$ cat src/rtl/mem_arb_pkg.sv
// Shared definitions for the memory port arbiter.
// Contents: arbiter state encoding, arbitration mode selectors and the
// funct3-style access size encodings carried through to the memory.
package mem_arb_pkg;

    typedef enum logic [1:0] {
        StIdle  = 2'd0,
        StIssue = 2'd1,
        StWait  = 2'd2,
        StResp  = 2'd3
    } arb_state_e;

    localparam int unsigned MODE_FIXED = 0;
    localparam int unsigned MODE_RR    = 1;

    localparam logic [2:0] SZ_B  = 3'b000;
    localparam logic [2:0] SZ_H  = 3'b001;
    localparam logic [2:0] SZ_W  = 3'b010;
    localparam logic [2:0] SZ_BU = 3'b100;
    localparam logic [2:0] SZ_HU = 3'b101;

endpackage

$ cat src/rtl/arb_pick.sv
// Combinational winner selection for the memory port arbiter.
// Ports:
//   req_i   - per-channel request vector
//   ptr_i   - round-robin search start (ignored in fixed-priority mode)
//   gnt_o   - one-hot winner
//   idx_o   - winner index
//   valid_o - at least one request present
module arb_pick
    import mem_arb_pkg::*;
#(
    parameter int unsigned NUM_CH = 2,
    parameter int unsigned MODE   = MODE_FIXED
) (
    input  logic [NUM_CH-1:0]         req_i,
    input  logic [$clog2(NUM_CH)-1:0] ptr_i,
    output logic [NUM_CH-1:0]         gnt_o,
    output logic [$clog2(NUM_CH)-1:0] idx_o,
    output logic                      valid_o
);

    localparam int unsigned IW   = $clog2(NUM_CH);
    localparam logic        RrEn = (MODE == MODE_RR);

    logic [IW-1:0] cand;
    logic          found;

    // Search NUM_CH candidates starting at the pointer; with RrEn low the
    // start is forced to 0, which is plain lowest-index priority.
    always_comb begin
        gnt_o = '0;
        idx_o = '0;
        cand  = '0;
        found = 1'b0;
        for (int unsigned k = 0; k < NUM_CH; k++) begin
            cand = IW'((32'(ptr_i & {IW{RrEn}}) + k) % NUM_CH);
            if (!found && req_i[cand]) begin
                found        = 1'b1;
                gnt_o[cand]  = 1'b1;
                idx_o        = cand;
            end
        end
        valid_o = found;
    end

endmodule

$ cat src/rtl/mem_port_arbiter.sv
// Shares one single-port memory between NUM_CH requesters using a registered
// request/grant/response handshake (IDLE -> ISSUE -> WAIT -> RESP).
// Ports:
//   clk_i, rst_i         - clock, synchronous active-high reset
//   ch_req_i/ch_we_i     - per-channel request and store flag
//   ch_addr_i/wdata_i    - flattened per-channel address / store data
//   ch_size_i            - flattened per-channel access size
//   ch_kill_i            - drop the pending response of that channel
//   ch_gnt_o             - one-cycle one-hot grant
//   ch_rvalid_o          - one-cycle one-hot response strobe
//   ch_rdata_o           - shared response data
//   busy_o               - access in flight
//   mem_*                - memory command (registered) and read data return
module mem_port_arbiter
    import mem_arb_pkg::*;
#(
    parameter int unsigned NUM_CH  = 2,
    parameter int unsigned AW      = 32,
    parameter int unsigned DW      = 32,
    parameter int unsigned MEM_LAT = 1,
    parameter int unsigned MODE    = MODE_FIXED
) (
    input  logic                 clk_i,
    input  logic                 rst_i,
    input  logic [NUM_CH-1:0]    ch_req_i,
    input  logic [NUM_CH-1:0]    ch_we_i,
    input  logic [NUM_CH*AW-1:0] ch_addr_i,
    input  logic [NUM_CH*DW-1:0] ch_wdata_i,
    input  logic [NUM_CH*3-1:0]  ch_size_i,
    input  logic [NUM_CH-1:0]    ch_kill_i,
    output logic [NUM_CH-1:0]    ch_gnt_o,
    output logic [NUM_CH-1:0]    ch_rvalid_o,
    output logic [DW-1:0]        ch_rdata_o,
    output logic                 busy_o,
    output logic                 mem_en_o,
    output logic                 mem_we_o,
    output logic [AW-1:0]        mem_addr_o,
    output logic [DW-1:0]        mem_wdata_o,
    output logic [2:0]           mem_size_o,
    input  logic [DW-1:0]        mem_rdata_i
);

    localparam int unsigned IW      = $clog2(NUM_CH);
    localparam int unsigned CW      = (MEM_LAT > 1) ? $clog2(MEM_LAT) : 1;
    localparam logic [CW-1:0] LatLoad = CW'(MEM_LAT - 1);

    arb_state_e    state_q, state_d;
    logic [IW-1:0] owner_q, owner_d;
    logic [IW-1:0] rr_q, rr_d;
    logic          we_q, we_d;
    logic [AW-1:0] addr_q, addr_d;
    logic [DW-1:0] wdata_q, wdata_d;
    logic [2:0]    size_q, size_d;
    logic [CW-1:0] cnt_q, cnt_d;
    logic          kill_q, kill_d;
    logic [DW-1:0] cap_q, cap_d;
    logic [DW-1:0] hold_q, hold_d;

    logic [NUM_CH-1:0] pick_gnt;
    logic [IW-1:0]     pick_idx;
    logic              pick_valid;
    logic              grant_ok;
    logic              owner_kill;
    logic              resp_killed;
    logic              sel_we;
    logic [AW-1:0]     sel_addr;
    logic [DW-1:0]     sel_wdata;
    logic [2:0]        sel_size;

    arb_pick #(
        .NUM_CH (NUM_CH),
        .MODE   (MODE)
    ) u_arb_pick (
        .req_i   (ch_req_i),
        .ptr_i   (rr_q),
        .gnt_o   (pick_gnt),
        .idx_o   (pick_idx),
        .valid_o (pick_valid)
    );

    assign grant_ok    = ((state_q == StIdle) || (state_q == StResp)) && pick_valid;
    assign owner_kill  = ch_kill_i[owner_q];
    // A kill seen during RESP itself still suppresses the response.
    assign resp_killed = kill_q | owner_kill;

    // Winner's command fields, sampled only when a grant is given.
    always_comb begin
        sel_we    = 1'b0;
        sel_addr  = '0;
        sel_wdata = '0;
        sel_size  = '0;
        for (int unsigned i = 0; i < NUM_CH; i++) begin
            if (pick_idx == IW'(i)) begin
                sel_we    = ch_we_i[i];
                sel_addr  = ch_addr_i[i*AW +: AW];
                sel_wdata = ch_wdata_i[i*DW +: DW];
                sel_size  = ch_size_i[i*3 +: 3];
            end
        end
    end

    // State register.
    always_ff @(posedge clk_i) begin
        if (rst_i) begin
            state_q <= StIdle;
        end else begin
            state_q <= state_d;
        end
    end

    // Next-state logic.
    always_comb begin
        state_d = state_q;
        unique case (state_q)
            StIdle:  if (grant_ok) state_d = StIssue;
            StIssue: state_d = StWait;
            StWait:  if (cnt_q == '0) state_d = StResp;
            StResp:  state_d = grant_ok ? StIssue : StIdle;
            default: state_d = StIdle;
        endcase
    end

    // Datapath next-state.
    always_comb begin
        owner_d = owner_q;
        rr_d    = rr_q;
        we_d    = we_q;
        addr_d  = addr_q;
        wdata_d = wdata_q;
        size_d  = size_q;
        cnt_d   = cnt_q;
        kill_d  = kill_q;
        cap_d   = cap_q;
        hold_d  = hold_q;

        if (grant_ok) begin
            owner_d = pick_idx;
            we_d    = sel_we;
            addr_d  = sel_addr;
            wdata_d = sel_wdata;
            size_d  = sel_size;
            kill_d  = 1'b0;
            rr_d    = (pick_idx == IW'(NUM_CH - 1)) ? '0 : pick_idx + 1'b1;
        end

        if (state_q == StIssue) begin
            cnt_d = LatLoad;
        end else if ((state_q == StWait) && (cnt_q != '0)) begin
            cnt_d = cnt_q - 1'b1;
        end

        if (((state_q == StIssue) || (state_q == StWait)) && owner_kill) begin
            kill_d = 1'b1;
        end

        // Last WAIT cycle: memory data is valid now (writes captured too).
        if ((state_q == StWait) && (cnt_q == '0)) begin
            cap_d = mem_rdata_i;
        end

        // Remember delivered data so a killed response leaves ch_rdata as it was.
        if ((state_q == StResp) && !resp_killed) begin
            hold_d = cap_q;
        end
    end

    always_ff @(posedge clk_i) begin
        if (rst_i) begin
            owner_q <= '0;
            rr_q    <= '0;
            we_q    <= 1'b0;
            addr_q  <= '0;
            wdata_q <= '0;
            size_q  <= '0;
            cnt_q   <= '0;
            kill_q  <= 1'b0;
            cap_q   <= '0;
            hold_q  <= '0;
        end else begin
            owner_q <= owner_d;
            rr_q    <= rr_d;
            we_q    <= we_d;
            addr_q  <= addr_d;
            wdata_q <= wdata_d;
            size_q  <= size_d;
            cnt_q   <= cnt_d;
            kill_q  <= kill_d;
            cap_q   <= cap_d;
            hold_q  <= hold_d;
        end
    end

    // Outputs.
    always_comb begin
        ch_gnt_o    = grant_ok ? pick_gnt : '0;
        ch_rvalid_o = '0;
        ch_rdata_o  = hold_q;
        busy_o      = (state_q != StIdle);
        mem_en_o    = (state_q == StIssue);
        mem_we_o    = (state_q == StIssue) && we_q;
        mem_addr_o  = addr_q;
        mem_wdata_o = wdata_q;
        mem_size_o  = size_q;
        if ((state_q == StResp) && !resp_killed) begin
            ch_rvalid_o[owner_q] = 1'b1;
            ch_rdata_o           = cap_q;
        end
    end

endmodule

$ cat config.mk
export PLATFORM = sky130hd
export DESIGN_NAME = mem_port_arbiter
export DESIGN_NICKNAME = d
export VERILOG_FILES = /design/src/rtl/mem_arb_pkg.sv /design/src/rtl/arb_pick.sv /design/src/rtl/mem_port_arbiter.sv
export SDC_FILE = /design/constraint.sdc
export NUM_CORES = 1
export LEC_CHECK = 0
export CORE_ASPECT_RATIO = 0.5
export CORE_MARGIN = 1
export CORE_UTILIZATION = 40
export DETAILED_ROUTE_END_ITERATION = 8
export PLACE_DENSITY = 0.86
export SYNTH_ARGS = -nofsm -noshare
export SYNTH_HDL_FRONTEND = slang
export SYNTH_SLANG_ARGS = --single-unit
export TNS_END_PERCENT = 5
$ cat constraint.sdc
create_clock -name clk_i -period 2.15 [get_ports clk_i]
set_input_delay 0.215 -clock clk_i [delete_from_list [all_inputs] [get_ports clk_i]]
set_output_delay 0.215 -clock clk_i [all_outputs]
set_load 0.05 [all_outputs]
Word level (Yosys, flattened, before mapping). Index checks and enable logic that the tools add are counted.

Register bits after elaboration: 137. Bits of input ports: 174. Output and inout port bits: 106. Word-level logic and storage cells: 59.

Add/subtract/negate cells: 1. Order comparisons: 2. Equality and inequality tests: 5. Multiplexer cells: 22. Bitwise logic cells: 2. Reductions and logical operators: 17.

Operators with widths (count): 2-to-1 mux 32 bit (3); 2-to-1 mux 1 bit (11); 2-to-1 mux 2 bit (5); logical AND 1 bit (8); one-hot mux 2 bit (4 select lines) (1); equality test 2 bit (second input constant) (2); != test 2 bit (second input constant) (2); nonzero test 2 bit (2); 2-to-1 mux 3 bit (1); equality test 2 x 1 -> 1 bit (second input constant) (1); zero test 1 bit (2); zero test 2 bit (1); logical OR 1 bit (2); less-than comparator 1 x 2 -> 1 bit (second input constant) (1); AND reduction 2 bit (1); OR reduction 2 bit (1); demux 1 bit (select 1 bit) (1); >= comparator 1 bit (second input constant) (1); NOT 1 bit (1); OR 1 bit (1); subtractor 1 bit (second input constant) (1).

Logic depth before layout (Yosys ltp). Gate-level depths: netlist (run 1).

Depth after elaboration: 7. Mapped depth: 8.

By module. Synthesis (run 1) repeated with hierarchy kept, for this count alone.

Cells, all modules: 665. Area total of the unflattened synthesis: 6263.5 um^2.

Modules (own cells, without submodules): mem_port_arbiter (times used 1, cells each 661, area each 6236.0 um^2); arb_pick (times used 1, cells each 4, area each 27.5 um^2).

Worst setup path after synthesis (run 1). Ideal clock, no wire load.

Kind: register to output. Start: register state_q[1]. End: output port ch_rvalid_o[0]. Arrival: 1921 ps. Required time: 1935 ps. Slack: 14 ps. Stages on the path, launching flop included: 5. Buffers on the path: 1. Cells stage by stage: dfxtp_1 > ha_1 > nand2b_1 > clkbuf_1 > nor3_1.

Word-level cells in the longest chain between the ends: 3.

RTL lines: from (decl) (RTL line mem_port_arbiter.sv:47) `arb_state_e state_q, state_d;`; from (signal assigned) (RTL line mem_port_arbiter.sv:105) `state_q <= StIdle;`; from (signal assigned) (RTL line mem_port_arbiter.sv:107) `state_q <= state_d;`; equality test 2 bit (RTL line mem_port_arbiter.sv:204) `if ((state_q == StResp) && !resp_killed) begin`; logical AND 1 bit (RTL line mem_port_arbiter.sv:204); 2-to-1 mux 2 bit (RTL line mem_port_arbiter.sv:204); to (decl) (RTL line mem_port_arbiter.sv:32) `output logic [NUM_CH-1:0] ch_rvalid_o,`.

No other way between the ends.

Final worst setup path (run 1).
Start: register owner_q. End: output port ch_rdata_o[2].

Word-level cells in the longest chain between the ends: 6.

RTL lines: from (decl) (RTL line mem_port_arbiter.sv:48) `logic [IW-1:0] owner_q, owner_d;`; from (signal assigned) (RTL line mem_port_arbiter.sv:180) `owner_q <= owner_d;`; 2-to-1 mux 1 bit (implied by the code) (2 in a row) (RTL line mem_port_arbiter.sv:82) `assign owner_kill = ch_kill_i[owner_q];`; OR 1 bit (RTL line mem_port_arbiter.sv:84) `assign resp_killed = kill_q | owner_kill;`; zero test 1 bit (RTL line mem_port_arbiter.sv:204); logical AND 1 bit (RTL line mem_port_arbiter.sv:204); 2-to-1 mux 32 bit; to (decl) (RTL line mem_port_arbiter.sv:33) `output logic [DW-1:0] ch_rdata_o,`.

No other way between the ends. The select of a mux whose other input is x is not followed.

==> flow_summary.toml, run 1 <==
[setup_path]
worstPathRequired_ps = 1930
cp-end-kind = "output pin"
worstSetupStartpointType = "flip-flop"
setup.worst_path.class = "flip-flop to output pin"
worst_ep_arrival_time_ps = 1920
crit_fanout = 33

[yosys]
synthArstFlopShare_pct = 0
synth_area_per_cell_um2 = 9.613
ys_seq_area_share_pct = 48.36
netlist_area_um2 = 5672
synth.distinct_cells = 35
ys_ff_latch = 137
synthFlopType = "dfxtp_1"
yosysWarnings = 0
syn_nets = 769
synth_edf_count = 0
synthCells = 590

[timing]
finalHoldViolations = 0
finalSetupTns_ps = 0
hold-worst-slack_ps = 357.7
fin_crit_sh_pct = 99.08
rsz0062_at_grt = "yes"
report.final.slew_viol_count = 0
worst_pin_slew_ps = 556.9
fmax_mhz = 469.4
min_period_ps = 2130
max_slew_margin_pct = 62.76
finalClockSkew_ps = 6.005
setup_viol = 0

[clock_network]
clock_latency_ps = 400
cts_tree = "done"
clk_pin_slew_worst_paths_ps = 60
cts_buffers = 17
cts-root-buf = "clkbuf_16"
clkSinkCount = 137
ctsLongestPathBuffers = 2
htree_levels = 4

[routing]
drtAntennaViolNets = 0
vias_per_cell = 5.183
wl_met1_mm = 7.378
drt_iter0_markers = 390
met2_wirelength_mm = 9.213
route.detailed.drc = 0
wl_met3_mm = 1.209
wirelength_mm = 18.23
post_drt_wl_per_cell_um = 17.26
highest_layer = "met4"
firstDrtPassIters = 5
via_count = 5473

[outcome]
status = "complete, no violations"

[finish]
final_layout_size_suffix_gt1_share_pct = 12.27
syn_to_final_growth_pct = 68.63
finalNetCount = 1032
insertedDiodeCount = 0
instances_no_fill = 1056
postLayoutCoreUtil_pct = 69.81
n_fill_cell = 993

[global_routing]
groute.usage.overall_pct = 23.79
grt_pass1_vias = 5283
grt_max_degree = 69
overflow = 0
antenna_found_initial = 0
grt_first_pass_wirelength_mm = 27.23

[floorplan]
fp.dieH_um = 86.20
core-area_um2 = 13700
ios = 280
die_area_um2 = 14690
die_w_um = 170.4
start_util_pct = 41.40
rows = 30

[hold_path]
hp-class = "primary input to flip-flop"

[pwr]
totalPowerFinal_mw = 9.965
peakVddDrop_v = 0.0005955
leakagePower_nw = 3.614
p_per_area_nw_per_um2 = 1042

[place]
gp_congestion = 0.8095
place.detailed.hpwl_mm = 13.49
placed_cells = 1026
port_buffers = 279

[job]
max_cap_viol_count = 0
## where the power goes
group	leakage, nW	internal (mW)	switching [mW]
logic	2.22	1.41	2.42
clock network	0.278	1.81	1.07
registers	1.12	2.98	0.266
total	3.61	6.21	3.76
## cells by family after synthesis
logic type,synth area share [%]
muxes,12.38
AOI/OAI and AO/OA,21.11
and+or+nand+nor,11.65
buffers and inverters,5.405
adders and majority gates,1.103
DFF,48.36
## registers in the layout, summed over array words and instances, names as in the netlist
register and count:
hold_q 32, mem_addr_o 32, kill_q 1, state_q 2, mem_size_o 3, we_q 1
cap_q 32, mem_wdata_o 32, cnt_q 1, owner_q 1
## what timing repair did
| item | in CTS | in global routing |
|---|---|---|
| resized for setup | 7 | 9 |
| setup buffers | 0 | 0 |
| setup endpoints to repair | 33 | 34 |
| pin swaps | 0 | 0 |
| hold buffers | 0 | 0 |
## cells in the final DEF, fill, tap and decap left out, types with 3 or more instances in the layout
cell / synthesis / final
nor3_1: 3 / 3
nor2_1: 3 / 3
o2bb2ai_2: 10 / 10
o2bb2ai_1: 58 / 58
clkinvlp_4: 0 / 3
nand2_1: 98 / 98
clkinv_2: 0 / 3
buf_12: 0 / 41
mux2i_1: 69 / 68
nand3_1: 34 / 33
o21ai_1: 8 / 17
ha_1: 5 / 4
buf_4: 8 / 12
o21ai_0: 24 / 15
clkbuf_16: 0 / 17
inv_1: 4 / 4
a21oi_1: 66 / 66
clkdlybuf4s50_1: 0 / 239
dfxtp_1: 137 / 135
clkinv_4: 0 / 3
bufinv_16: 0 / 3
## cell usage after synthesis (2+ instances only)
cell       count  area [um2]
clkbuf_2       2       10.01
a21oi_1       66       330.3
nand2_1       98       367.9
mux2i_1       69       690.7
o2bb2ai_1     58       508.0
dfxtp_1      137        2743
buf_4          8       60.06
and2_1         2       12.51
ha_1           5       62.56
o21ai_1        8       40.04
o21ai_0       24       120.1
buf_1          2       7.510
nand2b_1       3       18.77
buf_8          2       30.03
nor2b_1        4       25.02
nor3_1         3       15.01
inv_1          4       15.01
o2bb2ai_2     10       150.1
buf_2         15       75.07
nor2_1         3       11.26
nand3_1       34       170.2
clkbuf_1      18       67.56
buf_6          3       33.78
## worst max-delay path, cell delays in order (launching register included)
cell and delay [ps]:
dfxtp_2 430, mux2_4 480, o21ai_0 300, nand2_1 140
buf_12 160
## layer usage
metal / vias up / track usage, %
met3: 34 / 4.795
met2: 217 / 43.55
met4: 0 / 8.600
li1: 2641 / -
met5: - / 0
met1: 2581 / 27.85
## final timing paths
| check | endpoint | cells after the start | slack, ps | startpoint |
|---|---|---|---|---|
| worst min register to register | cap_q[26] | 2 | 460 | cap_q[26] |
| worst max-delay path | ch_rdata_o[2] | 4 | 20 | owner_q |
| worst max register to register | mem_wdata_o[14] | 6 | 290 | state_q[0] |
| worst min-delay path | hold_q[25] | 3 | 360 | rst_i |
## cell type report
| type | count | area [um2] | share of cell area [%] |
|---|---|---|---|
| tap | 192 | 240.2 | 2.512 |
| multi-input combinational | 398 | 2653 | 27.73 |
| clock buffer | 18 | 429.2 | 4.487 |
| inverter | 4 | 15.01 | 0.1570 |
| clock inverter | 12 | 153.9 | 1.609 |
| sequential | 137 | 2745 | 28.70 |
| timing repair buffer | 295 | 3328 | 34.80 |
## through the flow
step,worst slack [ps],area (um2)
2_1_floorplan,13.81,5672
3_3_place_gp,142.6,8965
3_5_place_dp,20.51,8965
4_1_cts,6.165,9555
5_1_grt,-52.10,9564
6_report,19.71,9564
No activity file was read; power rests on OpenSTA's default activity.
==> run 2, diff against run 1 <==
--- a/config.mk
+++ b/config.mk
@@ -13,4 +13,4 @@
 export SYNTH_ARGS = -nofsm -noshare
 export SYNTH_HDL_FRONTEND = slang
 export SYNTH_SLANG_ARGS = --single-unit
-export TNS_END_PERCENT = 5
+export TNS_END_PERCENT = 1
==> results of run 2 <==
The final DEF is identical to that of run 1; final timing and power are the same.
==> run 3, diff against run 2 <==
--- a/config.mk
+++ b/config.mk
@@ -6,10 +6,10 @@
 export NUM_CORES = 1
 export LEC_CHECK = 0
 export CORE_ASPECT_RATIO = 0.5
-export CORE_MARGIN = 1
 export CORE_UTILIZATION = 40
 export DETAILED_ROUTE_END_ITERATION = 8
 export PLACE_DENSITY = 0.86
+export SLEW_MARGIN = 5
 export SYNTH_ARGS = -nofsm -noshare
 export SYNTH_HDL_FRONTEND = slang
 export SYNTH_SLANG_ARGS = --single-unit
==> results of run 3 <==
The final DEF is identical to that of run 1; final timing and power are the same.
